==> src/rtl/nes_joypad_pkg.sv <==
// Shared constants for the NES joypad responder: button indices, idle pin levels, pad width.
package nes_joypad_pkg;

    localparam int unsigned PAD_WIDTH = 8;

    // Bit positions inside the button vector / shift register (bit 0 shifts out first).
    localparam int unsigned BTN_A      = 0;
    localparam int unsigned BTN_B      = 1;
    localparam int unsigned BTN_SELECT = 2;
    localparam int unsigned BTN_START  = 3;
    localparam int unsigned BTN_UP     = 4;
    localparam int unsigned BTN_DOWN   = 5;
    localparam int unsigned BTN_LEFT   = 6;
    localparam int unsigned BTN_RIGHT  = 7;

    // Levels the host pins rest at between polls; also the filters' reset levels.
    localparam logic STROBE_IDLE = 1'b0;
    localparam logic CLK_IDLE    = 1'b1;

    localparam logic [3:0] BIT_COUNT_MAX = 4'(PAD_WIDTH);

    // Saturating increment of the shifted-bit counter.
    function automatic logic [3:0] sat_inc(input logic [3:0] count);
        return (count == BIT_COUNT_MAX) ? count : count + 4'd1;
    endfunction

endpackage

==> src/rtl/nes_joypad_responder_pin_filter.sv <==
// Pin conditioner: synchronizer chain, consecutive-sample glitch filter and edge flags.
module pin_filter #(
    parameter int unsigned C_sync_stages = 2,
    parameter int unsigned C_filter_len  = 4,
    parameter logic        C_reset_level = 1'b0
) (
    input  logic clock,
    input  logic reset,
    input  logic pin,
    output logic level,
    output logic rise,
    output logic fall
);

    localparam int unsigned CW = $clog2(C_filter_len + 1);

    logic [C_sync_stages-1:0] sync_q;
    logic                     sample;
    logic [CW-1:0]            cnt_q, cnt_d;
    logic                     level_q, level_d;
    logic                     prev_q;

    assign sample = sync_q[C_sync_stages-1];

    // Synchronizer chain; the pin enters at bit 0.
    always_ff @(posedge clock or posedge reset) begin
        if (reset) begin
            sync_q <= {C_sync_stages{C_reset_level}};
        end else begin
            sync_q <= {sync_q[C_sync_stages-2:0], pin};
        end
    end

    // Accept a new level only after C_filter_len consecutive differing samples.
    always_comb begin
        level_d = level_q;
        cnt_d   = '0;
        if (sample != level_q) begin
            if (cnt_q == CW'(C_filter_len - 1)) begin
                level_d = sample;
            end else begin
                cnt_d = cnt_q + CW'(1);
            end
        end
    end

    // Filter state and previous filtered level for edge detection.
    always_ff @(posedge clock or posedge reset) begin
        if (reset) begin
            cnt_q   <= '0;
            level_q <= C_reset_level;
            prev_q  <= C_reset_level;
        end else begin
            cnt_q   <= cnt_d;
            level_q <= level_d;
            prev_q  <= level_q;
        end
    end

    assign level = level_q;
    assign rise  = level_q & ~prev_q;
    assign fall  = ~level_q & prev_q;

endmodule

==> src/rtl/nes_joypad_responder.sv <==
// Device side of the NES pad protocol: latches buttons on strobe, shifts them out on host clock.
module nes_joypad_responder
    import nes_joypad_pkg::*;
#(
    parameter int unsigned C_sync_stages = 2,
    parameter int unsigned C_filter_len  = 4,
    parameter logic        C_post_data   = 1'b1
) (
    input  logic                 clock,
    input  logic                 reset,
    input  logic [PAD_WIDTH-1:0] i_buttons,
    input  logic                 i_strobe,
    input  logic                 i_clk,
    output logic                 o_data,
    output logic [3:0]           o_bit_count,
    output logic                 o_read_done
);

    logic strobe_level, strobe_rise, strobe_fall;
    logic clk_level, clk_rise, clk_fall;
    logic unused_edges;

    logic [PAD_WIDTH-1:0] shreg_q, shreg_d;
    logic [3:0]           count_q, count_d;
    logic                 done_q, done_d;
    logic                 data_q;

    pin_filter #(
        .C_sync_stages (C_sync_stages),
        .C_filter_len  (C_filter_len),
        .C_reset_level (STROBE_IDLE)
    ) u_strobe_filter (
        .clock (clock),
        .reset (reset),
        .pin   (i_strobe),
        .level (strobe_level),
        .rise  (strobe_rise),
        .fall  (strobe_fall)
    );

    pin_filter #(
        .C_sync_stages (C_sync_stages),
        .C_filter_len  (C_filter_len),
        .C_reset_level (CLK_IDLE)
    ) u_clk_filter (
        .clock (clock),
        .reset (reset),
        .pin   (i_clk),
        .level (clk_level),
        .rise  (clk_rise),
        .fall  (clk_fall)
    );

    assign unused_edges = ^{strobe_rise, clk_level, clk_fall};

    // Load while strobe is high and once more on its fall (beating a coincident clk rise);
    // otherwise shift on each filtered clk rise.
    always_comb begin
        shreg_d = shreg_q;
        count_d = count_q;
        done_d  = 1'b0;
        if (strobe_level || strobe_fall) begin
            shreg_d = i_buttons;
            count_d = '0;
        end else if (clk_rise) begin
            shreg_d = {C_post_data, shreg_q[PAD_WIDTH-1:1]};
            count_d = sat_inc(count_q);
            done_d  = (count_q == BIT_COUNT_MAX - 4'd1);
        end
    end

    // Shift register, counter, done pulse and registered active-low data pin.
    always_ff @(posedge clock or posedge reset) begin
        if (reset) begin
            shreg_q <= '0;
            count_q <= '0;
            done_q  <= 1'b0;
            data_q  <= 1'b1;
        end else begin
            shreg_q <= shreg_d;
            count_q <= count_d;
            done_q  <= done_d;
            data_q  <= ~shreg_q[BTN_A];
        end
    end

    assign o_data      = data_q;
    assign o_bit_count = count_q;
    assign o_read_done = done_q;

endmodule

==> config.mk <==
export PLATFORM = sky130hd
export DESIGN_NAME = nes_joypad_responder
export DESIGN_NICKNAME = d
export VERILOG_FILES = /design/src/rtl/nes_joypad_pkg.sv /design/src/rtl/nes_joypad_responder_pin_filter.sv /design/src/rtl/nes_joypad_responder.sv
export SDC_FILE = /design/constraint.sdc
export NUM_CORES = 1
export LEC_CHECK = 0
export BUFFER_PORTS_ARGS = -buffer_cell sky130_fd_sc_hd__buf_4
export CORE_ASPECT_RATIO = 1.1
export CORE_UTILIZATION = 58
export CTS_CLUSTER_SIZE = 25
export DETAILED_ROUTE_END_ITERATION = 8
export PLACE_DENSITY = 0.81
export RECOVER_POWER = 100
export SYNTH_ARGS = -nofsm -noshare
export SYNTH_HDL_FRONTEND = slang
export SYNTH_SLANG_ARGS = --single-unit
==> constraint.sdc <==
create_clock -name clock -period 2 [get_ports clock]
set_input_delay 0.4 -clock clock [delete_from_list [all_inputs] [get_ports clock]]
set_output_delay 0.4 -clock clock [all_outputs]
set_load 0.01 [all_outputs]
# Yosys cells after proc, flatten, opt, wreduce, memory -nomap -nowiden
# Cells that the tools add are included.
word_totals:
  reg_bits: 28
  wordCells: 43
  in_bits: 12
  output_inout_bits: 6
classes:
  bitwise: 5
  muxes: 11
  addsub: 3
  eq_ne: 7
  n_reduce_logical: 5
op_table:
  columns: ["op", "n"]
  rows:
  - ["8-bit 2-to-1 mux", 2]
  - ["3-bit 2-to-1 mux", 4]
  - ["4-bit 2-to-1 mux", 3]
  - ["3-bit by 1-bit adder with 3-bit output (second input constant)", 2]
  - ["3-bit by 2-bit equality test with 1-bit output (second input constant)", 2]
  - ["2-bit AND reduction", 3]
  - ["4-bit by 1-bit adder with 4-bit output (second input constant)", 1]
  - ["4-bit by 3-bit equality test with 1-bit output (second input constant)", 1]
  - ["4-bit equality test (second input constant)", 1]
  - ["1-bit inverter", 3]
  - ["1-bit AND", 2]
  - ["1-bit 2-to-1 mux", 2]
  - ["1-bit != test", 2]
  - ["2-bit != test (second input constant)", 1]
  - ["2-bit nonzero test", 1]
  - ["1-bit logical OR", 1]

# Longest topological paths before layout
depth:
  ltp_word: 5
  mapped_depth: 5
  depth_no_buf: 5

# Modules after synthesis
# A second synthesis with hierarchy kept.
hier_totals:
  hier_cells: 99
  hier_area_um2: 1174.9
by_module_without_submodules:
  columns: ["module", "seq_area_each_um2", "cells_each", "area_per_inst_um2", "instances"]
  rows:
  - ["nes_joypad_responder", 351.6, 65, 651.9, 1]
  - ["pin_filter (u_clk_filter)", 180.2, 17, 264.0, 1]
  - ["pin_filter (u_strobe_filter)", 175.2, 17, 259.0, 1]

# Worst setup path after synthesis
# Ideal clock, no wire load.
synth_path:
  path_kind: "reg2reg"
  startpoint: "reg count_q[0], in the netlist o_bit_count[0]"
  endpoint: "reg count_q[0], in the netlist o_bit_count[0]"
  path_buffers: 0
  arrival_time_ns: 1.291
  path_slack_ns: 0.631
  t_required_ns: 1.923
  setup_ns: 0.077
  path_stages_with_launch: 6
  synth_period_minus_slack_ns: 1.369
  cell_sequence: "dfrtp_1 > inv_1 > ha_1 > and3b_1 > or3_1 > a21oi_1"
synth_between:
  elab_chain_cells: 4
  elab_cells_between_ends: 7
  cone_classes: "add/sub (1); eq/ne (2); mux (3); reduce/logical (1)"
synth_rtl:
  columns: ["element", "line", "source"]
  rows:
  - ["start, declared", "nes_joypad_responder.sv:24", "logic [3:0] count_q, count_d;"]
  - ["start signal, assigned", "nes_joypad_responder.sv:81", "count_q <= count_d;"]
  - ["4-bit by 1-bit adder with 4-bit output", "nes_joypad_pkg.sv:24", "return (count == BIT_COUNT_MAX) ? count : count + 4'd1;"]
  - ["4-bit 2-to-1 mux", "nes_joypad_pkg.sv:24", null]
  - ["4-bit 2-to-1 mux", "nes_joypad_responder.sv:65", "end else if (clk_rise) begin"]
  - ["4-bit 2-to-1 mux", "nes_joypad_responder.sv:62", "if (strobe_level || strobe_fall) begin"]
# Several ways; a longest one is shown, not always the timed one. The select of a mux whose other input is x is not followed.
# A chain may end at the register's enable or synchronous reset.

# Final worst setup path
layout_path:
  startpoint: "reg u_clk_filter.level_q, in the netlist u_clk_filter.level"
  endpoint: "reg count_q[3], in the netlist o_bit_count[3]"
layout_between:
  elab_chain_cells: 3
layout_rtl:
  columns: ["element", "line", "source"]
  rows:
  - ["start, declared", "nes_joypad_responder_pin_filter.sv:20", "logic level_q, level_d;"]
  - ["start signal, assigned", "nes_joypad_responder_pin_filter.sv:51", "level_q <= C_reset_level;"]
  - ["start signal, assigned", "nes_joypad_responder_pin_filter.sv:55", "level_q <= level_d;"]
  - ["1-bit AND", "nes_joypad_responder_pin_filter.sv:61", "assign rise = level_q & ~prev_q;"]
  - ["2-bit nonzero test (no line)", null, null]
  - ["2-bit AND reduction (no line)", null, null]
# No other way between the ends.

==> results.md <==
- PnR worst setup slack: 0.3151 ns
- Full die area: 2160 sq um
- Die Y: 48.65 microns
- Fmax: 593.5 MHz
- Resized cells post-CTS: 0
- Simple-gate area share of the yosys netlist: 0.1298
- Drt pass-1 iters: 4
- Nets: 130
- GRT Total Usage: 0.1932
- Post-Synth Adder-Cell Area: 0.04362
- Initial Utilization: 0.6298
- Ys async rst share: 1.000
- Number of global-route vias before repair: 769
- Critical path arrival: 1.94 ns
- Share of Yosys cell area claimed by the top area cell type: 0.5016
- Hold Buf Count CTS: 0
- Cell Rows: 16
- CP Capture Type: flip-flop
- Max Cap Viol: 0
- Post-synth EDFFs: 0
- Clock tree root buffer cell: clkbuf_4
- Final instance area: 1310 sq um
- Worst EP required: 2.25 ns
- Combinational family with the most area after synthesis: simple AND/OR/NAND/NOR gates
- Grt ovf: 0
- Register area share after synthesis: 0.6161
- # clock sinks: 28
- Status: finished, final reports clean
- Most frequent cell after synthesis: dfrtp_1
- Iter 0 DRT Violations: 11
- Final WL: 1.697 mm
- #FFs+latches synth: 28
- Number of CTS-inserted buffers: 3
- Multiplexer share of the synthesized area: 0.08070
- Drt drc: 0
- Final slew viol count: 0
- Routed vias: 722
- Clock skew: 0.003439 ns
- Largest net degree at the start of global routing: 29
- Worst skew pair latency: 0.31 ns
- Final setup fails: 0
- Syn Nets: 109
- Post-DR wirelength/cell: 12.12 microns
- H-Tree Depth: 1
- Compound-gate portion of the synthesized area: 0.08070
- Share of cells above drive strength 1: 0.2035
- Cell variety after synth: 29
- Slew @ Worst Pin: 1.376 ns
- PD cells: 1283 nW/um^2
- PortBufs: 17
- Synth cell count leaders: dfrtp_1, a21oi_1, mux2i_1, nor2_1, dfstp_2
- Vias per inst: 5.157
- Setup Buffers After CTS: 0
- Warnings from Yosys: 0
- Post-Syn Area per Cell: 12.34 sq um
- IO Pins: 18
- Clock Tree Buf Depth: 2
- CTS tree: done
- Predominant post-synthesis flop cell: dfrtp_1
- Minimum clock period: 1.685 ns
- Synth area leaders: dfrtp_1, dfstp_2, mux2i_1
- Antenna violations before repair: 0
- Xor/xnor cell area share of the yosys netlist: 0.01527
- Core Util, Final: 0.7191
- Place WS: 0.3847 ns
- Sum of negative setup slack: 0 ns
- VDD IR max: 835.9 uV
- Fin. Hold Viols: 0
- Dpl cell area: 1300 sq um
- GP Congestion: 0.7187
- Final Power: 0.001681 W
- Tcrit/Tclk final: 0.8425
- CP Max Fanout: 14
- Synth Cell Area: 1147 sq um
- Cell count after synthesis: 93
- Tightest Hold Check Type: input port to flip-flop
- First-pass GRT wire length: 3.098 mm
- Hpwl dp: 1.260 mm
- Setup CP Type: flip-flop to flip-flop
- P_leak: 0.6122 nW
- Reg clk slew, reported paths: 0.14 ns
- Total core area: 1822 sq um
- Die X: 44.41 microns
- Area leader, netlist: dfrtp_1
- Final ANT Viol Nets: 0
- Relative slew margins: 0.08247
- N_diodes: 0
- Area delta synth->final: 14.18%
- RSZ-0062 raised after global routing: false
- Worst Setup Start Kind: flip-flop
[layout make-up]
class                      instances  area (sq um)
timing repair buffer              19         116.4
inverter                           4         15.01
fill                             143         511.7
multi-input combinational         58         401.6
clock buffer                       4         36.28
tap                               27         33.78
sequential                        28         706.9
[path summary, 6_finish.rpt]
path / startpoint / to / slack (ns) / depth (start not counted)
min reg2reg: u_clk_filter.sync_q[0] / u_clk_filter.sync_q[1] / 0.37 / 0
max reg2reg: u_clk_filter.level / o_bit_count[3] / 0.32 / 3
min: i_clk / u_clk_filter.sync_q[0] / 0.18 / 1
min in group asynchronous: reset / o_read_done / 0.53 / 3
max in group asynchronous: reset / u_strobe_filter.level / 0.67 / 3
max: u_clk_filter.level / o_bit_count[3] / 0.32 / 3
[critical path, cell delays in order (launching register included)]
cell and delay (ns):
dfstp_1 0.63, nand2b_1 0.38, or3_1 0.47, a21oi_1 0.14
[through the flow]
stage               hold WS (ns)  instances
global placement          0.3371        136
finish                    0.1797        140
detailed placement        0.3471        136
CTS                       0.1215        140
floorplan                 0.3312         93
global route              0.1572        140
[cells by family after synthesis]
kind of cell / count (synthesis)
AO/OA/AOI/OAI: 16
XOR/XNOR: 2
adder cells (fa/ha/maj): 4
buffers and inverters: 7
flip-flops: 28
multiplexers: 9
AND/OR/NAND/NOR: 27
[flip-flops by register name, summed over array words and instances, names as in the netlist, 2 cells and up]
register and count:
shreg_q 8, u_clk_filter.sync_q 2, u_strobe_filter.sync_q 2, o_bit_count 4
u_clk_filter.cnt_q 3, u_strobe_filter.cnt_q 3
[report_power, final]
part / leakage, nW / switching [W] / internal [W]
sequential: 0.338 / 0.000119 / 0.000764
combinational: 0.254 / 0.000290 / 0.000248
clock: 0.0210 / 0.000149 / 0.000111
[routing by layer]
metal,wire [microns],vias to the layer above,track usage
met5,0,-,0
met4,35,0,0.1010
met3,63,4,0.02612
met2,849,19,0.3260
met1,749,342,0.2333
li1,-,357,-
[cell usage in the layout, fill, tap and decap left out, types with 2 or more instances in the layout]
| master | instances |
|---|---|
| mux2i_1 | 7 |
| clkbuf_1 | 7 |
| inv_1 | 4 |
| nor2b_1 | 4 |
| clkbuf_4 | 6 |
| mux2_2 | 2 |
| xnor2_1 | 2 |
| nor3_1 | 2 |
| nor3b_1 | 2 |
| nand2_1 | 3 |
| or3_1 | 2 |
| dfstp_2 | 4 |
| nor2_1 | 7 |
| a21oi_1 | 10 |
| dfrtp_1 | 23 |
| ha_1 | 4 |
| buf_4 | 9 |
| o21ai_1 | 2 |
No activity file was read; power rests on OpenSTA's default activity.
